File: config.mk
export PLATFORM = sky130hd
export DESIGN_NAME = an_scan_monitor
export DESIGN_NICKNAME = d
export VERILOG_FILES = /design/src/rtl/an_scan_monitor_pkg.sv /design/src/rtl/an_onehot_dec.sv /design/src/rtl/an_scan_monitor.sv
export SDC_FILE = /design/constraint.sdc
export NUM_CORES = 1
export LEC_CHECK = 0
export CAP_MARGIN = 25
export CORE_ASPECT_RATIO = 1.25
export CORE_MARGIN = 2
export CORE_UTILIZATION = 60
export CTS_CLUSTER_DIAMETER = 150
export DETAILED_ROUTE_END_ITERATION = 10
export GPL_TIMING_DRIVEN = 0
export PLACE_DENSITY_LB_ADDON = 0.12
export SLEW_MARGIN = 15
export SYNTH_ARGS = -nofsm -noshare
export SYNTH_HDL_FRONTEND = slang
export SYNTH_SLANG_ARGS = --single-unit
File: constraint.sdc
create_clock -name clk -period 13.9 [get_ports clk]
set_input_delay 4.17 -clock clk [delete_from_list [all_inputs] [get_ports clk]]
set_output_delay 4.17 -clock clk [all_outputs]
set_load 0.01 [all_outputs]
File: src/rtl/an_scan_monitor_pkg.sv
// Shared constants and types for the 7-segment display bus monitor and related checkers.
package an_scan_monitor_pkg;

  localparam int unsigned DIGITS = 8;
  localparam int unsigned IDX_W  = 3;
  localparam int unsigned SEG_W  = 8;

  localparam int unsigned SEG_A  = 0;
  localparam int unsigned SEG_B  = 1;
  localparam int unsigned SEG_C  = 2;
  localparam int unsigned SEG_D  = 3;
  localparam int unsigned SEG_E  = 4;
  localparam int unsigned SEG_F  = 5;
  localparam int unsigned SEG_G  = 6;
  localparam int unsigned SEG_DP = 7;

  localparam logic [DIGITS-1:0] AN_BLANK = 8'hFF;
  localparam logic [SEG_W-1:0]  SEG_OFF  = 8'hFF;

  typedef enum logic {
    ST_WAIT = 1'b0,
    ST_HOLD = 1'b1
  } state_e;

  typedef struct packed {
    logic [DIGITS-1:0] an;
    logic [SEG_W-1:0]  seg;
  } sample_t;

endpackage

File: src/rtl/an_onehot_dec.sv
// Decodes an active-low anode vector into a digit index plus one-hot / none / multi flags.
module an_onehot_dec
  import an_scan_monitor_pkg::*;
(
  input  logic [DIGITS-1:0] an_n,
  output logic [IDX_W-1:0]  idx_c,
  output logic              one_hot_c,
  output logic              none_c,
  output logic              multi_c
);

  logic [3:0] zeros;

  // Lowest active anode wins the index; the zero count classifies the pattern.
  always_comb begin
    idx_c = '0;
    zeros = '0;
    for (int i = DIGITS - 1; i >= 0; i--) begin
      if (!an_n[i]) begin
        idx_c = IDX_W'(i);
        zeros = zeros + 4'd1;
      end
    end
  end

  assign one_hot_c = (zeros == 4'd1);
  assign none_c    = (zeros == 4'd0);
  assign multi_c   = (zeros > 4'd1);

endmodule

File: src/rtl/an_scan_monitor.sv
// Display-bus reader: settles, decodes and rebuilds the 8-digit frame, flags scan errors.
// Define AN_SCAN_SYNC_EN to add a 2-flop synchronizer on an_in/seg_in.
module an_scan_monitor
  import an_scan_monitor_pkg::*;
#(
  parameter int unsigned SETTLE_CYCLES = 4,
  parameter int unsigned FRAME_TIMEOUT = 1_000_000
) (
  input  logic                      clk,
  input  logic                      rst_n,
  input  logic [DIGITS-1:0]         an_in,
  input  logic [SEG_W-1:0]          seg_in,
  output logic [IDX_W-1:0]          digit_idx,
  output logic                      digit_valid,
  output logic [DIGITS*SEG_W-1:0]   frame_seg,
  output logic                      frame_done,
  output logic                      multi_err,
  output logic                      order_err,
  output logic                      timeout_err
);

  localparam int unsigned CW = 8;
  localparam int unsigned TW = 24;
  localparam sample_t IDLE = '{an: AN_BLANK, seg: SEG_OFF};

  sample_t din_c, s_q, p_q;

`ifdef AN_SCAN_SYNC_EN
  sample_t sync1_q, sync2_q;

  always_ff @(posedge clk or negedge rst_n) begin
    if (!rst_n) begin
      sync1_q <= IDLE;
      sync2_q <= IDLE;
    end else begin
      sync1_q <= '{an: an_in, seg: seg_in};
      sync2_q <= sync1_q;
    end
  end

  assign din_c = sync2_q;
`else
  assign din_c = '{an: an_in, seg: seg_in};
`endif

  state_e                    state_q, state_d;
  logic [CW-1:0]             cnt_q, cnt_d;
  logic [IDX_W-1:0]          exp_q, exp_d;
  logic [DIGITS-1:0]         seen_q, seen_d;
  logic [TW-1:0]             tcnt_q, tcnt_d;
  logic [IDX_W-1:0]          idx_d;
  logic [DIGITS*SEG_W-1:0]   frame_d;
  logic                      valid_d, done_d, multi_d, order_d, tout_d;
  logic                      same_c, capture_c;

  logic [IDX_W-1:0] dec_idx_c;
  logic             dec_one_hot_c, dec_none_c, dec_multi_c;

  an_onehot_dec u_dec (
    .an_n      (s_q.an),
    .idx_c     (dec_idx_c),
    .one_hot_c (dec_one_hot_c),
    .none_c    (dec_none_c),
    .multi_c   (dec_multi_c)
  );

  assign same_c = (s_q == p_q);

  // Next-state, capture bookkeeping and timeout.
  always_comb begin
    state_d   = state_q;
    cnt_d     = cnt_q;
    exp_d     = exp_q;
    seen_d    = seen_q;
    tcnt_d    = tcnt_q;
    idx_d     = digit_idx;
    frame_d   = frame_seg;
    valid_d   = 1'b0;
    done_d    = 1'b0;
    multi_d   = 1'b0;
    order_d   = 1'b0;
    tout_d    = timeout_err;
    capture_c = 1'b0;

    if (!same_c) begin
      cnt_d   = '0;
      state_d = ST_WAIT;
    end else if (cnt_q < CW'(SETTLE_CYCLES)) begin
      cnt_d = cnt_q + CW'(1);
    end

    case (state_q)
      ST_WAIT: begin
        if (same_c && cnt_q == CW'(SETTLE_CYCLES - 1)) begin
          if (dec_none_c) begin
            state_d = ST_WAIT;
          end else if (dec_one_hot_c) begin
            capture_c = 1'b1;
            state_d   = ST_HOLD;
          end else if (dec_multi_c) begin
            multi_d = 1'b1;
            state_d = ST_HOLD;
          end
        end
      end
      default: ;
    endcase

    if (capture_c) begin
      valid_d = 1'b1;
      idx_d   = dec_idx_c;
      frame_d[{dec_idx_c, 3'b000} +: SEG_W] = ~s_q.seg;
      tcnt_d  = '0;
      tout_d  = 1'b0;
      exp_d   = dec_idx_c + IDX_W'(1);
      if (dec_idx_c != exp_q) begin
        order_d = 1'b1;
        seen_d  = DIGITS'(1) << dec_idx_c;
      end else if (dec_idx_c == IDX_W'(DIGITS - 1) && (&seen_q[DIGITS-2:0])) begin
        done_d = 1'b1;
        seen_d = '0;
      end else begin
        seen_d[dec_idx_c] = 1'b1;
      end
    end else begin
      if (tcnt_q < TW'(FRAME_TIMEOUT)) tcnt_d = tcnt_q + TW'(1);
      if (tcnt_d == TW'(FRAME_TIMEOUT)) tout_d = 1'b1;
    end
  end

  always_ff @(posedge clk or negedge rst_n) begin
    if (!rst_n) begin
      s_q         <= IDLE;
      p_q         <= IDLE;
      state_q     <= ST_WAIT;
      cnt_q       <= '0;
      exp_q       <= '0;
      seen_q      <= '0;
      tcnt_q      <= '0;
      digit_idx   <= '0;
      digit_valid <= 1'b0;
      frame_seg   <= '0;
      frame_done  <= 1'b0;
      multi_err   <= 1'b0;
      order_err   <= 1'b0;
      timeout_err <= 1'b0;
    end else begin
      s_q         <= din_c;
      p_q         <= s_q;
      state_q     <= state_d;
      cnt_q       <= cnt_d;
      exp_q       <= exp_d;
      seen_q      <= seen_d;
      tcnt_q      <= tcnt_d;
      digit_idx   <= idx_d;
      digit_valid <= valid_d;
      frame_seg   <= frame_d;
      frame_done  <= done_d;
      multi_err   <= multi_d;
      order_err   <= order_d;
      timeout_err <= tout_d;
    end
  end

endmodule

==> results of run 1 <==
-- worst max-delay path: stages, from the launching register on --
cell	delay (ns)
dfstp_2	0.58
inv_1	0.09
ha_1	0.34
buf_2	0.25
xor2_1	0.31
inv_1	0.10
ha_1	0.34
or2_2	0.32
and3_1	0.15
a211o_1	0.26
or2_2	0.35
ha_1	0.33
nor2_1	0.09
a21oi_1	0.05
mux2_2	0.28
ha_1	0.32
o41ai_1	0.58
nand2b_1	0.20
nor3_4	0.22
buf_6	0.21
buf_2	0.25
mux2_2	0.36
-- worst paths after layout --
check,start,end,slack [ns],cells past startpoint
max,s_q[15],digit_idx[1],7.80,21
min,s_q[5],p_q[5],0.37,0
max reg2reg,s_q[15],digit_idx[1],7.80,21
min reg2reg,s_q[5],p_q[5],0.37,0
max in group asynchronous,rst_n,p_q[7],9.46,2
min in group asynchronous,rst_n,order_err,3.67,1
-- flip-flops by register name, summed over array words and instances, names as in the netlist --
register,cells
cnt_q,8
digit_idx,3
digit_valid,1
exp_q,3
frame_done,1
frame_seg,64
multi_err,1
order_err,1
p_q,16
s_q,16
seen_q,7
state_q,1
tcnt_q,24
timeout_err,1
-- cells in the mapped netlist (all sizes together), types with 3 or more instances --
cell type    n  area (µm²)
nand3       15       87.59
dfrtp      115        2878
o211ai       4       30.03
nor2b       11       68.82
nor2        73       274.0
or2          4       25.02
mux2        39       439.2
a21o         3       22.52
a21oi       19       95.09
clkbuf      10       38.78
ha          20       250.2
nand4        9       71.32
xnor2       22       211.5
xor2        30       262.8
nor4         8       50.05
inv         55       206.5
a31oi        7       43.79
a311oi       4       35.03
and3         8       55.05
mux2i       38       380.4
nand2b       7       43.79
or3          3       18.77
dfstp       32       840.8
nor3        12       71.32
nand4b       3       47.54
o31ai        4       30.03
nand2       32       125.1
o21ai       15       75.07
buf         22       107.6
xnor3        3       68.81
and2         3       18.77
-- cell usage in the layout, fill, tap and decap left out, types with 10 or more instances in the layout --
| cell | instances |
|---|---|
| dfrtp_1 | 115 |
| clkdlybuf4s50_1 | 88 |
| nor2_1 | 73 |
| inv_1 | 55 |
| mux2_2 | 39 |
| mux2i_1 | 38 |
| dfstp_2 | 32 |
| nand2_1 | 30 |
| xor2_1 | 30 |
| xnor2_1 | 21 |
| ha_1 | 20 |
| a21oi_1 | 19 |
| clkbuf_16 | 17 |
| o21ai_0 | 15 |
| nand3_1 | 14 |
| buf_1 | 11 |
| nor3_1 | 11 |
| nor2b_1 | 11 |
| clkbuf_1 | 10 |
-- through the flow --
| stage | area (µm²) | hold slack, ns | setup WS (ns) | util [%] | std cells |
|---|---|---|---|---|---|
| final | 8962 | 0.3657 | 7.802 | 76.43 | 945 |
| after global routing | 8962 | 0.3695 | 7.325 | 76.43 | 945 |
| after floorplan | 7252 | 0.3519 | 8.554 | - | 662 |
| after global placement | 8344 | 0.3535 | 3.195 | 71.16 | 912 |
| after CTS | 8956 | 0.3632 | 7.784 | 76.38 | 945 |
| after detailed placement | 8377 | 0.3545 | 7.864 | 71.44 | 913 |
-- area by class of cell --
type | instances | area [µm²]
Buffer | 32 | 146.4
Clock buffer | 20 | 456.7
Clock inverter | 12 | 122.6
Fill cell | 803 | 2764
Inverter | 55 | 206.4
Multi-Input combinational cell | 428 | 3187
Sequential cell | 147 | 3719
Tap cell | 161 | 201.4
Timing Repair Buffer | 90 | 923.4
-- per-layer routing --
metal / GRT usage [%] / vias to the layer above
li1: - / 2479
met1: 32.06 / 2581
met2: 46.56 / 139
met3: 8.375 / 24
met4: 8.078 / 0
met5: 0 / -
-- where the power goes --
part / switching, mW / internal, mW / leakage (nW)
logic: 0.0693 / 0.0477 / 1.94
clock network: 0.186 / 0.259 / 0.267
registers: 0.00321 / 0.437 / 1.93
-- cell families (layout without fill, tap and decap cells) --
family | count (synthesis) | count (layout) | synth area share (%)
buffers and inverters | 87 | 209 | 4.865
muxes | 77 | 77 | 11.30
and+or+nand+nor | 198 | 198 | 14.34
xor gates and xnor gates | 55 | 55 | 7.488
DFF | 147 | 147 | 51.28
AOI/OAI and AO/OA | 78 | 78 | 7.281
adders and majority gates | 20 | 20 | 3.451
==> results.py, run 1 <==
metrics = {
    "run_status": {
        "status": "completed",
    },
    "yosys": {
        "ys_seq_area_share_pct": 51.28,
        "syn_nets": 700,
        "ys_types": 67,
        "async_flop_share_pct": 100.0,
        "synthFlopType": "dfrtp_1",
        "syn_inst": 662,
        "syn-cell-area_um2": 7252,
        "ys_seq_elements": 147,
        "ys_warn_count": 0,
        "avgSynthCellArea_um2": 10.95,
        "synth-edff-count": 0,
    },
    "detailed_routing": {
        "wl_met1_um": 6505,
        "initialDrtViolationCount": 253,
        "antenna_left": 0,
        "drt-pass1-iter-count": 5,
        "top_layer_used": "met4",
        "routed-wl-met2_um": 8634,
        "post_drt_via_cell_ratio": 5.527,
        "vias": 5223,
        "wl_per_cell_um": 17.26,
        "wirelength_um": 16310,
        "met3_length_um": 908,
        "drc": 0,
    },
    "global_route": {
        "grt.total_usage_pct": 26.94,
        "antenna_found_initial": 0,
        "grt_overflow": 0,
        "grt_max_degree": 89,
        "grt_pass1_wl_um": 26990,
        "grt_pass1_vias": 5393,
    },
    "critical_path": {
        "required_ns": 14.21,
        "worstPathArrival_ns": 6.40,
        "crit_fanout": 10,
        "path_class": "register to register",
        "end_kind": "register",
        "crit_path_start_kind": "register",
    },
    "power": {
        "power_density_nw_per_um2": 111.7,
        "power_mw": 1.001,
        "leakage_nw": 4.132,
        "vdd_drop_max_mv": 0.09296,
    },
    "timing": {
        "fin_crit_sh_pct": 43.87,
        "fmax_mhz": 164.0,
        "rsz0062_at_grt": "false",
        "tightest_slew_ns": 0.9090,
        "setup_tns_ns": 0,
        "setup_viol": 0,
        "slew_headroom_pct": 38.55,
        "finalMaxSlewViolations": 0,
        "hold_viol": 0,
        "post-route-min-period_ns": 6.098,
        "clock_skew_ns": 0.009632,
    },
    "floorplan": {
        "start_util_pct": 61.84,
        "die_w_um": 102.3,
        "num_rows": 44,
        "core_area_um2": 11730,
        "die_h_um": 126.9,
        "die_area_um2": 12990,
        "ios": 90,
    },
    "run": {
        "max-cap-violations": 0,
    },
    "final_layout": {
        "antenna_cells": 0,
        "nets": 809,
        "area_growth_pct": 23.59,
        "layout-drive-gt1-share_pct": 17.22,
    },
    "clocking": {
        "cts_hold_buf": 0,
        "cts_tree": "yes",
        "clk_pin_slew_ns": 0.06,
        "cts_resized": 0,
        "cts_htree_levels": 4,
        "post_cts_buffers": 0,
        "root_buffer": "clkbuf_16",
        "cts.sinks": 147,
        "cts_buffer_depth": 2,
        "numCtsBuffers": 17,
        "clk_latency_ns": 0.42,
    },
    "placement": {
        "routabilityCongestion": 0.8988,
        "dp_hpwl_um": 11290,
        "io_buffers": 89,
    },
    "worst_hold_path": {
        "hold_class": "register to register",
    },
}
Note: power is estimated with default switching activity, not from simulation.
==> run 2: changes to the inputs <==
--- a/config.mk
+++ b/config.mk
@@ -8,7 +8,7 @@
 export CAP_MARGIN = 25
 export CORE_ASPECT_RATIO = 1.25
 export CORE_MARGIN = 2
-export CORE_UTILIZATION = 60
+export CORE_UTILIZATION = 50
 export CTS_CLUSTER_DIAMETER = 150
 export DETAILED_ROUTE_END_ITERATION = 10
 export GPL_TIMING_DRIVEN = 0
==> constraint.sdc (replaced) <==
create_clock -name clk -period 5.55 [get_ports clk]
set_input_delay 1.665 -clock clk [delete_from_list [all_inputs] [get_ports clk]]
set_output_delay 1.665 -clock clk [all_outputs]
set_load 0.01 [all_outputs]
==> run 2 against run 1 <==
Net effect: combinational power increased to 2.9 times the previous value; total power up 150%; count of clock-buffer cells in the layout shrank 1; utilization is 13 points lower; cell count increased by 2.5%; largest cell class unchanged; highest routed layer unchanged.
==> results.py, run 2 (synthesis gave the netlist of run 1 again) <==
metrics = {
    "detailed_routing": {
        "wl_per_cell_um": 16.67,
        "drt-pass1-iter-count": 4,
        "post_drt_via_cell_ratio": 5.423,
        "drc": 0,
        "vias": 5255,
        "wirelength_um": 16160,
        "initialDrtViolationCount": 230,
        "antenna_left": 0,
    },
    "power": {
        "leakage_nw": 4.194,
        "power_density_nw_per_um2": 273.9,
        "vdd_drop_max_mv": 0.1830,
    },
    "critical_path": {
        "worstRegToRegCells": 21,
        "path_class": "register to register",
        "rr_endpoint": "frame_seg[44]",
        "end_kind": "register",
        "crit_start": "s_q[15]",
        "crit_path_start_kind": "register",
        "crit_fanout": 10,
        "worstPathArrival_ns": 5.58,
        "required_ns": 5.85,
        "reg2reg_slack_ns": 0.27,
        "crit_end": "frame_seg[44]",
        "r2r_start": "s_q[15]",
    },
    "clocking": {
        "cts_tree": "yes",
        "numCtsBuffers": 17,
        "clk_pin_slew_ns": 0.06,
        "cts_hold_buf": 0,
        "clk_latency_ns": 0.41,
        "cts_buffer_depth": 2,
        "root_buffer": "clkbuf_16",
        "cts_htree_levels": 4,
        "cts.sinks": 147,
    },
    "global_route": {
        "grt_pass1_wl_um": 27210,
        "use_met2_pct": 38.56,
        "grt_max_degree": 95,
        "grt_pass1_vias": 5473,
        "grt_overflow": 0,
        "antenna_found_initial": 0,
        "grt.total_usage_pct": 21.77,
        "use_met1_pct": 25.31,
        "grt_util_met3_pct": 6.206,
        "top_usage_layer": "met2",
    },
    "floorplan": {
        "die_h_um": 138.6,
        "core_area_um2": 14290,
        "num_rows": 49,
        "start_util_pct": 50.77,
        "die_area_um2": 15490,
        "ios": 90,
        "die_w_um": 111.7,
    },
    "final_layout": {
        "antenna_cells": 0,
        "largest_reg_flops": 64,
        "nets": 816,
        "largest-register": "frame_seg",
        "layout_commonest_cell": "dfrtp_1",
        "reg_top3": "frame_seg: 64 flops, tcnt_q: 24 flops",
        "layout-drive-gt1-share_pct": 18.58,
        "area_growth_pct": 25.26,
        "final_cells": 969,
        "mostFrequentLayoutCells": "dfrtp_1 (115), clkdlybuf4s50_1 (88), nor2_1 (73), inv_1 (55)",
    },
    "placement": {
        "pre_cts_slack_ns": -0.3814,
        "dp_hpwl_um": 11620,
        "io_buffers": 89,
        "routabilityCongestion": 0.8682,
        "placedCellCount": 930,
    },
    "timing": {
        "hold_viol": 0,
        "rsz0062_at_grt": "false",
        "setup_viol": 0,
        "tightest_slew_ns": 1.078,
        "fin_crit_sh_pct": 95.19,
        "finalMaxSlewViolations": 0,
        "layout_setup_ws_ns": 0.2668,
        "post-route-min-period_ns": 5.283,
        "slew_headroom_pct": 27.62,
        "clock_skew_ns": 0.01093,
        "fmax_mhz": 189.3,
    },
    "worst_hold_path": {
        "hold_depth": 0,
        "hold_class": "register to register",
    },
    "run_status": {
        "status": "completed",
    },
    "run": {
        "max-cap-violations": 0,
    },
}
-- run 2: changes by cell type in the layout (fill, tap and decap cells not counted), sizes merged --
cell,change
clkbuf,-1
clkinv,+4
buf,+7
clkinvlp,-3
-- run 2: worst min path at each step --
stage,from,to,slack [ns]
after floorplan,s_q[10],p_q[10],0.35
after global placement,s_q[10],p_q[10],0.35
after detailed placement,s_q[7],p_q[7],0.36
after CTS,s_q[4],p_q[4],0.36
after global routing,s_q[3],p_q[3],0.37
final,s_q[8],p_q[8],0.36
-- run 2: metrics by stage --
| step | power (mW) | instance area (µm²) | hold WS, ns | utilization, % | TNS [ns] |
|---|---|---|---|---|---|
| 6_report | 2.488 | 9084 | 0.3625 | 63.59 | 0 |
| 5_1_grt | 2.600 | 9084 | 0.3669 | 63.59 | 0 |
| 4_1_cts | 2.486 | 9039 | 0.3650 | 63.27 | 0 |
| 3_5_place_dp | 1.406 | 8398 | 0.3554 | 58.79 | -28.10 |
| 3_3_place_gp | 1.398 | 8366 | 0.3538 | 58.56 | -372.69 |
| 2_1_floorplan | 1.322 | 7252 | 0.3519 | - | 0 |
-- run 2: timing repair --
action                                  CTS  global route
pin swaps                                 2             2
buffers inserted                          6             1
endpoints found under the setup margin  104            99
gates resized for setup                   9             7
hold endpoints to repair                  0             0
-- run 2: cell type report --
| type | count | area [µm²] |
|---|---|---|
| repair buffers | 97 | 975.9 |
| flip-flops and latches | 147 | 3719 |
| well taps | 178 | 222.7 |
| plain buffers | 32 | 157.7 |
| inverters | 55 | 206.4 |
| multi-input cells | 428 | 3259 |
| clock buffers | 19 | 432.9 |
| clock inverters | 13 | 110.1 |
| fillers | 1165 | 5201 |
-- run 2: critical path, cell delays in order, from the launching register on --
cell	delay (ns)
dfstp_2	0.53
inv_1	0.08
ha_4	0.30
buf_6	0.16
xor2_4	0.19
inv_1	0.10
ha_4	0.24
or2_2	0.30
and3_1	0.15
a211o_1	0.27
or2_2	0.35
ha_1	0.34
nor2_1	0.10
a21oi_1	0.05
mux2_2	0.31
ha_4	0.26
o41ai_4	0.31
nand2b_1	0.15
nor3_4	0.20
buf_6	0.19
nand4b_4	0.21
mux2_4	0.38
-- run 2: report_power, final --
group	leakage, nW	total [mW]	switching [mW]	internal, mW
logic	2.00	0.334	0.189	0.145
registers	1.93	1.10	0.00679	1.09
clock network	0.267	1.05	0.438	0.615
total	4.19	2.49	0.634	1.85
-- run 2: layer usage --
layer	vias to the layer above	part of all wire, %
li1	2480	-
met1	2621	41
met2	134	53
met3	20	5.2
met4	0	1.3
met5	-	0
==> RTL change 1 (flow settings as in run 2) <==
Change the localparam `CW` from 8 to 12.
--- a/src/rtl/an_scan_monitor.sv
+++ b/src/rtl/an_scan_monitor.sv
@@ -20,5 +20,5 @@
 );
 
-  localparam int unsigned CW = 8;
+  localparam int unsigned CW = 12;
   localparam int unsigned TW = 24;
   localparam sample_t IDLE = '{an: AN_BLANK, seg: SEG_OFF};
Behaviour: no difference found for any inputs over 4 cycles, from zero or initial values and one cycle with rst_n low; that may be too few to reach the edited logic, so the function may still have changed.
==> RTL change 1 against run 2 <==
Power grew 4.4%; worst setup slack worse by 0.079 ns; via count rose by 1.8%; final area up 1.7%; synthesized area increased by 1.2%; maximum frequency shrank 1.5%; die area increased by 1.2%; routed wire length up 4.1%; synthesized cell count is 1.2% higher; count of clock-buffer cells in the layout unchanged; global-route usage is 0.57 points higher; sequential cell count up 4; largest power group unchanged.
==> RTL change 1: results (changes against run 2) <==
metric,value,unit,change
fin_worst_skew,0.0120,ns,+0.00104 ns
cellLeakagePower,4.19,nW,about the same
dp.cells,938,,+0.86%
place_worst_setup_slack,-0.500,ns,-0.118 ns
cts_buffers,17,,unchanged
clk_path_buf_depth,2,,unchanged
root_buffer,clkbuf_16,,
netlist_instances,670,,+1.2%
crit_path_top_delay_cell,or4_4,,
seq_power_share,0.436,,-0.006
synthArstFlopShare,1.00,,unchanged
antennaDiodeCount,0,,unchanged
grt_max_degree,83,,-13%
r2r_end,frame_seg[34],,
syn_nets,708,,+1.1%
fin_nets,826,,+1.2%
reg2reg_depth,23,,+9.5%
grt_usage,0.223,,+0.00569
clkTransAtPathRegs,0.06,ns,about the same
dpl.hpwl,11900,µm,+2.8%
detail_route.iter0.violations,286,,+24%
grt_pass1_vias,5495,,+0.40%
fill_cells,1142,,-2.0%
r2r_slack,0.19,ns,-0.08 ns
yosysWarnings,0,,unchanged
drive_gt1_frac,0.205,,+0.0189
cp_max_fo,10,,unchanged
hold-path-cell-count,0,,unchanged
viasPerCell,5.46,,+0.77%
comb_power,0.341,mW,+2%
whs_endpoint,p_q[12],,
regArea,3820,µm²,+2.7%
hp-class,reg2reg,,
place_congestion,0.852,,-1.9%
cp_slowest_stage_delay,0.66,ns,+0.13 ns
worstMarginPinSlew,0.862,ns,-0.217 ns
placed_cell_area,8480,µm²,+1.0%
holdWs,0.364,ns,+0.00166 ns
outcome,"finished, final reports clean",,
grt_first_pass_wirelength,27900,µm,+2.6%
insertion_delay,0.43,ns,+0.02 ns
post_drt_wl_per_cell,17.2,µm,+3.1%
ys_seq_area_frac,0.520,,+0.00761
synth_area_leaders,"dfrtp_1, dfstp_2, mux2_2, xnor2_1, nor2_1",,
synth_cell_types,70,,+4.5%
postRouteWirelength,16800,µm,+4.1%
irDropWorstVdd,0.231,mV,+26%
power_switching,0.662,mW,+4.5%
synthFlopType,dfrtp_1,,
numPortBuffers,89,,unchanged
arrival,5.64,ns,+0.06 ns
synth_commonest_cells,"dfrtp_1, nor2_1, mux2_2",,
hold_path.startpoint,s_q[12],,
## RTL change 1: changes by cell type in the layout (fill, tap and decap cells not counted), sizes merged, moves of 7 or more
cell and delta:
clkbuf +7, xnor2 +16, nand2 +9, xor2 -13
mux2 +13, inv -27, mux2i -24, and2 +13
## RTL change 1: how the worst max path moves through the flow
stage                    endpoint  slack (ns)     from
floorplan           frame_seg[48]        0.22  s_q[14]
global placement    frame_seg[44]       -2.98    rst_n
detailed placement  frame_seg[30]       -0.50  s_q[14]
CTS                 frame_seg[48]       0.007  s_q[14]
global route        frame_seg[34]       -0.03  s_q[15]
finish              frame_seg[34]        0.19  s_q[15]
## RTL change 1: logic make-up after synthesis
family / after synthesis / synth area share
compound gates: 80 / 0.0752
xor+xnor: 58 / 0.0754
fa+ha+maj: 20 / 0.0341
buf+inv: 66 / 0.0373
flops: 151 / 0.520
mux: 66 / 0.0989
simple gates: 229 / 0.159
## RTL change 1: cell type report
class                      instances  share of cell area
tap                              178              0.0241
sequential                       151               0.413
clock buffer                      19              0.0468
multi-input combinational        453               0.358
inverter                          28              0.0114
buffer                            35              0.0183
clock inverter                    13              0.0160
timing repair buffer             102               0.112
## RTL change 1: repair_timing
item | 4_1_cts | 5_1_grt
pin swaps | 4 | 3
setup buffers | 4 | 7
setup endpoints to repair | 97 | 98
gates resized for setup | 7 | 17
endpoints found under the hold margin | 0 | 0
## RTL change 1: metal layers
| layer | global-route usage | wire, µm | up-vias |
|---|---|---|---|
| li1 | - | - | 2552 |
| met1 | 0.277 | 7110 | 2657 |
| met2 | 0.377 | 8480 | 126 |
| met3 | 0.0671 | 1020 | 15 |
| met4 | 0.0693 | 223 | 0 |
| met5 | 0 | 0 | - |
==> RTL change 2 (config.mk and constraints of run 2) <==
Without the edit above. Register the output `frame_seg` once more, with the module's reset; this adds one clock of latency there. The other outputs are not delayed to match.
--- a/src/rtl/an_scan_monitor.sv
+++ b/src/rtl/an_scan_monitor.sv
@@ -23,4 +23,6 @@
   localparam int unsigned TW = 24;
   localparam sample_t IDLE = '{an: AN_BLANK, seg: SEG_OFF};
+
+  logic [DIGITS*SEG_W-1:0] frame_seg_s0;
 
   sample_t din_c, s_q, p_q;
@@ -75,5 +77,5 @@
     tcnt_d    = tcnt_q;
     idx_d     = digit_idx;
-    frame_d   = frame_seg;
+    frame_d   = frame_seg_s0;
     valid_d   = 1'b0;
     done_d    = 1'b0;
@@ -140,5 +142,5 @@
       digit_idx   <= '0;
       digit_valid <= 1'b0;
-      frame_seg   <= '0;
+      frame_seg_s0 <= '0;
       frame_done  <= 1'b0;
       multi_err   <= 1'b0;
@@ -155,5 +157,5 @@
       digit_idx   <= idx_d;
       digit_valid <= valid_d;
-      frame_seg   <= frame_d;
+      frame_seg_s0 <= frame_d;
       frame_done  <= done_d;
       multi_err   <= multi_d;
@@ -163,4 +165,12 @@
   end
 
+  always_ff @(posedge clk or negedge rst_n) begin
+    if (!rst_n) begin
+      frame_seg <= '0;
+    end else begin
+      frame_seg <= frame_seg_s0;
+    end
+  end
+
 endmodule
 
Function: changed (a bounded check fails within 10 cycles, from zero or initial values and one cycle with rst_n low).
==> RTL change 2 against run 2 <==
Global-route usage decreased by 1.3 points; synthesized area grew 22%; power is 32% higher; sequential cell count rose by 64; hold slack worse by 0.0014 ns; largest power group unchanged; sequential share of layout area up 8.1 points; final area rose by 19%; synthesized cell count grew 16%; worst setup slack worse by 0.012 ns; routed wire length up 14%; critical path type unchanged; highest routed layer unchanged; clock skew up 0.0042 ns; non-clock buffer count up 7; maximum frequency down 0.23%; largest cell class unchanged.
==> RTL change 2: results (changes against run 2) <==
metric,value,unit,change
drive_gt1_frac,0.121,,-0.0651
clk_path_buf_depth,3,,+1
netlist.area_leader.share,0.508,,+0.111
synth_enable_flop_cells,0,,unchanged
post_drt_wl_per_cell,16.3,µm,-2.3%
place_worst_setup_slack,-0.174,ns,+0.207 ns
numPortBuffers,89,,unchanged
synthFlopType,dfrtp_1,,
clkTransAtPathRegs,0.06,ns,about the same
root_buffer,clkbuf_16,,
synth_commonest_cells,"dfrtp_1, o21ai_0, inv_1",,
drt-pass1-iter-count,5,,+1
arrival,5.72,ns,+0.14 ns
place_congestion,0.839,,-3.4%
cp_max_fo,9,,-1
via_count,6014,,+14%
detail_route.iter0.violations,488,,+110%
antenna_found_initial,0,,unchanged
fin_worst_skew,0.0151,ns,+0.00419 ns
antennaDiodeCount,0,,unchanged
synth_area_leaders,"dfrtp_1, dfstp_2, mux2i_1, o21ai_0, xor2_1",,
worstMarginPinSlew,0.745,ns,-0.334 ns
synth_cell_types,60,,-10%
irDropWorstVdd,0.250,mV,+37%
ys_seq_area_frac,0.603,,+0.0900
synthArstFlopShare,1.00,,unchanged
outcome,"finished, final reports clean",,
dpl.hpwl,12300,µm,+6.0%
insertion_delay,0.51,ns,+0.10 ns
syn_nets,807,,+15%
fill_cells,1367,,+17%
h-tree-depth,1,,-3
cellLeakagePower,5.01,nW,+19%
hp-class,reg2reg,,
grt_usage,0.205,,-0.0131
cts_buffers,21,,+4
grt_max_degree,110,,+16%
fin_nets,926,,+13%
yosysWarnings,0,,unchanged
reg_top3,"frame_seg (64), frame_seg_s0 (64), tcnt_q (24)",,
setup_tns,0,ns,unchanged
grt_first_pass_wirelength,30600,µm,+13%
-- RTL change 2: critical path, stage by stage (launching register included) --
cell	delay (ns)
dfstp_2	0.57
inv_1	0.07
ha_1	0.29
buf_4	0.18
xnor2_4	0.24
ha_1	0.29
or2_2	0.35
and3_1	0.17
a211oi_2	0.21
and2_4	0.21
ha_1	0.20
nand2_1	0.14
xnor2_4	0.26
xnor2_1	0.15
o31ai_2	0.25
or4b_1	0.47
mux2_4	0.30
a21oi_4	0.23
and4_1	0.25
buf_6	0.17
mux2i_1	0.20
-- RTL change 2: metrics by stage --
step	util	instance area, µm²	instances
4_1_cts	0.616	10700	1120
2_1_floorplan	-	8830	769
3_3_place_gp	0.576	10000	1082
3_5_place_dp	0.578	10000	1083
5_1_grt	0.625	10900	1127
6_report	0.625	10900	1127
-- RTL change 2: final timing paths --
kind	startpoint	endpoint	slack (ns)	cells after the start
setup / recovery	s_q[14]	frame_seg_s0[39]	0.25	20
hold / removal	s_q[11]	p_q[11]	0.36	0
setup reg to reg	s_q[14]	frame_seg_s0[39]	0.25	20
hold reg to reg	s_q[11]	p_q[11]	0.36	0
max in group asynchronous	rst_n	s_q[1]	3.38	2
min in group asynchronous	rst_n	tcnt_q[7]	1.21	1
-- RTL change 2: repair_timing --
item,in CTS,in global routing
buffers inserted,0,7
resized for setup,3,27
pin swaps,0,5
setup endpoints to repair,47,100
hold buffers,0,0
-- RTL change 2: layout make-up --
cell class / count / area (µm²) / share of cell area
Clock buffer: 34 / 634 / 0.0585
Clock inverter: 4 / 23.8 / 0.00219
Sequential cell: 211 / 5320 / 0.490
Buffer: 39 / 183 / 0.0168
Inverter: 65 / 244 / 0.0225
Multi-Input combinational cell: 453 / 3190 / 0.294
Timing Repair Buffer: 97 / 976 / 0.0899
Tap cell: 224 / 280 / 0.0258
-- RTL change 2: kinds of logic (layout without fill, tap and decap cells) --
logic type,Yosys count,count (layout),synth area share
AOI/OAI and AO/OA,133,133,0.0914
adders and majority gates,20,20,0.0284
xor gates and xnor gates,58,58,0.0631
muxes,48,48,0.0550
and+or+nand+nor,194,194,0.112
DFF,211,211,0.603
buffers and inverters,105,239,0.0472
-- RTL change 2: per-layer routing --
metal | track usage | part of all wire | up-vias
li1 | - | - | 2828
met1 | 0.275 | 0.42 | 3021
met2 | 0.344 | 0.52 | 130
met3 | 0.0277 | 0.041 | 35
met4 | 0.0613 | 0.024 | 0
met5 | 0 | 0 | -
-- RTL change 2: where the power goes --
part           total (mW)  internal, mW  leakage [nW]  switching, mW
Combinational       0.353         0.149          1.86          0.204
Clock                1.35         0.781         0.326          0.569
Sequential           1.57          1.56          2.82        0.00883
Total                3.27          2.49          5.01          0.782
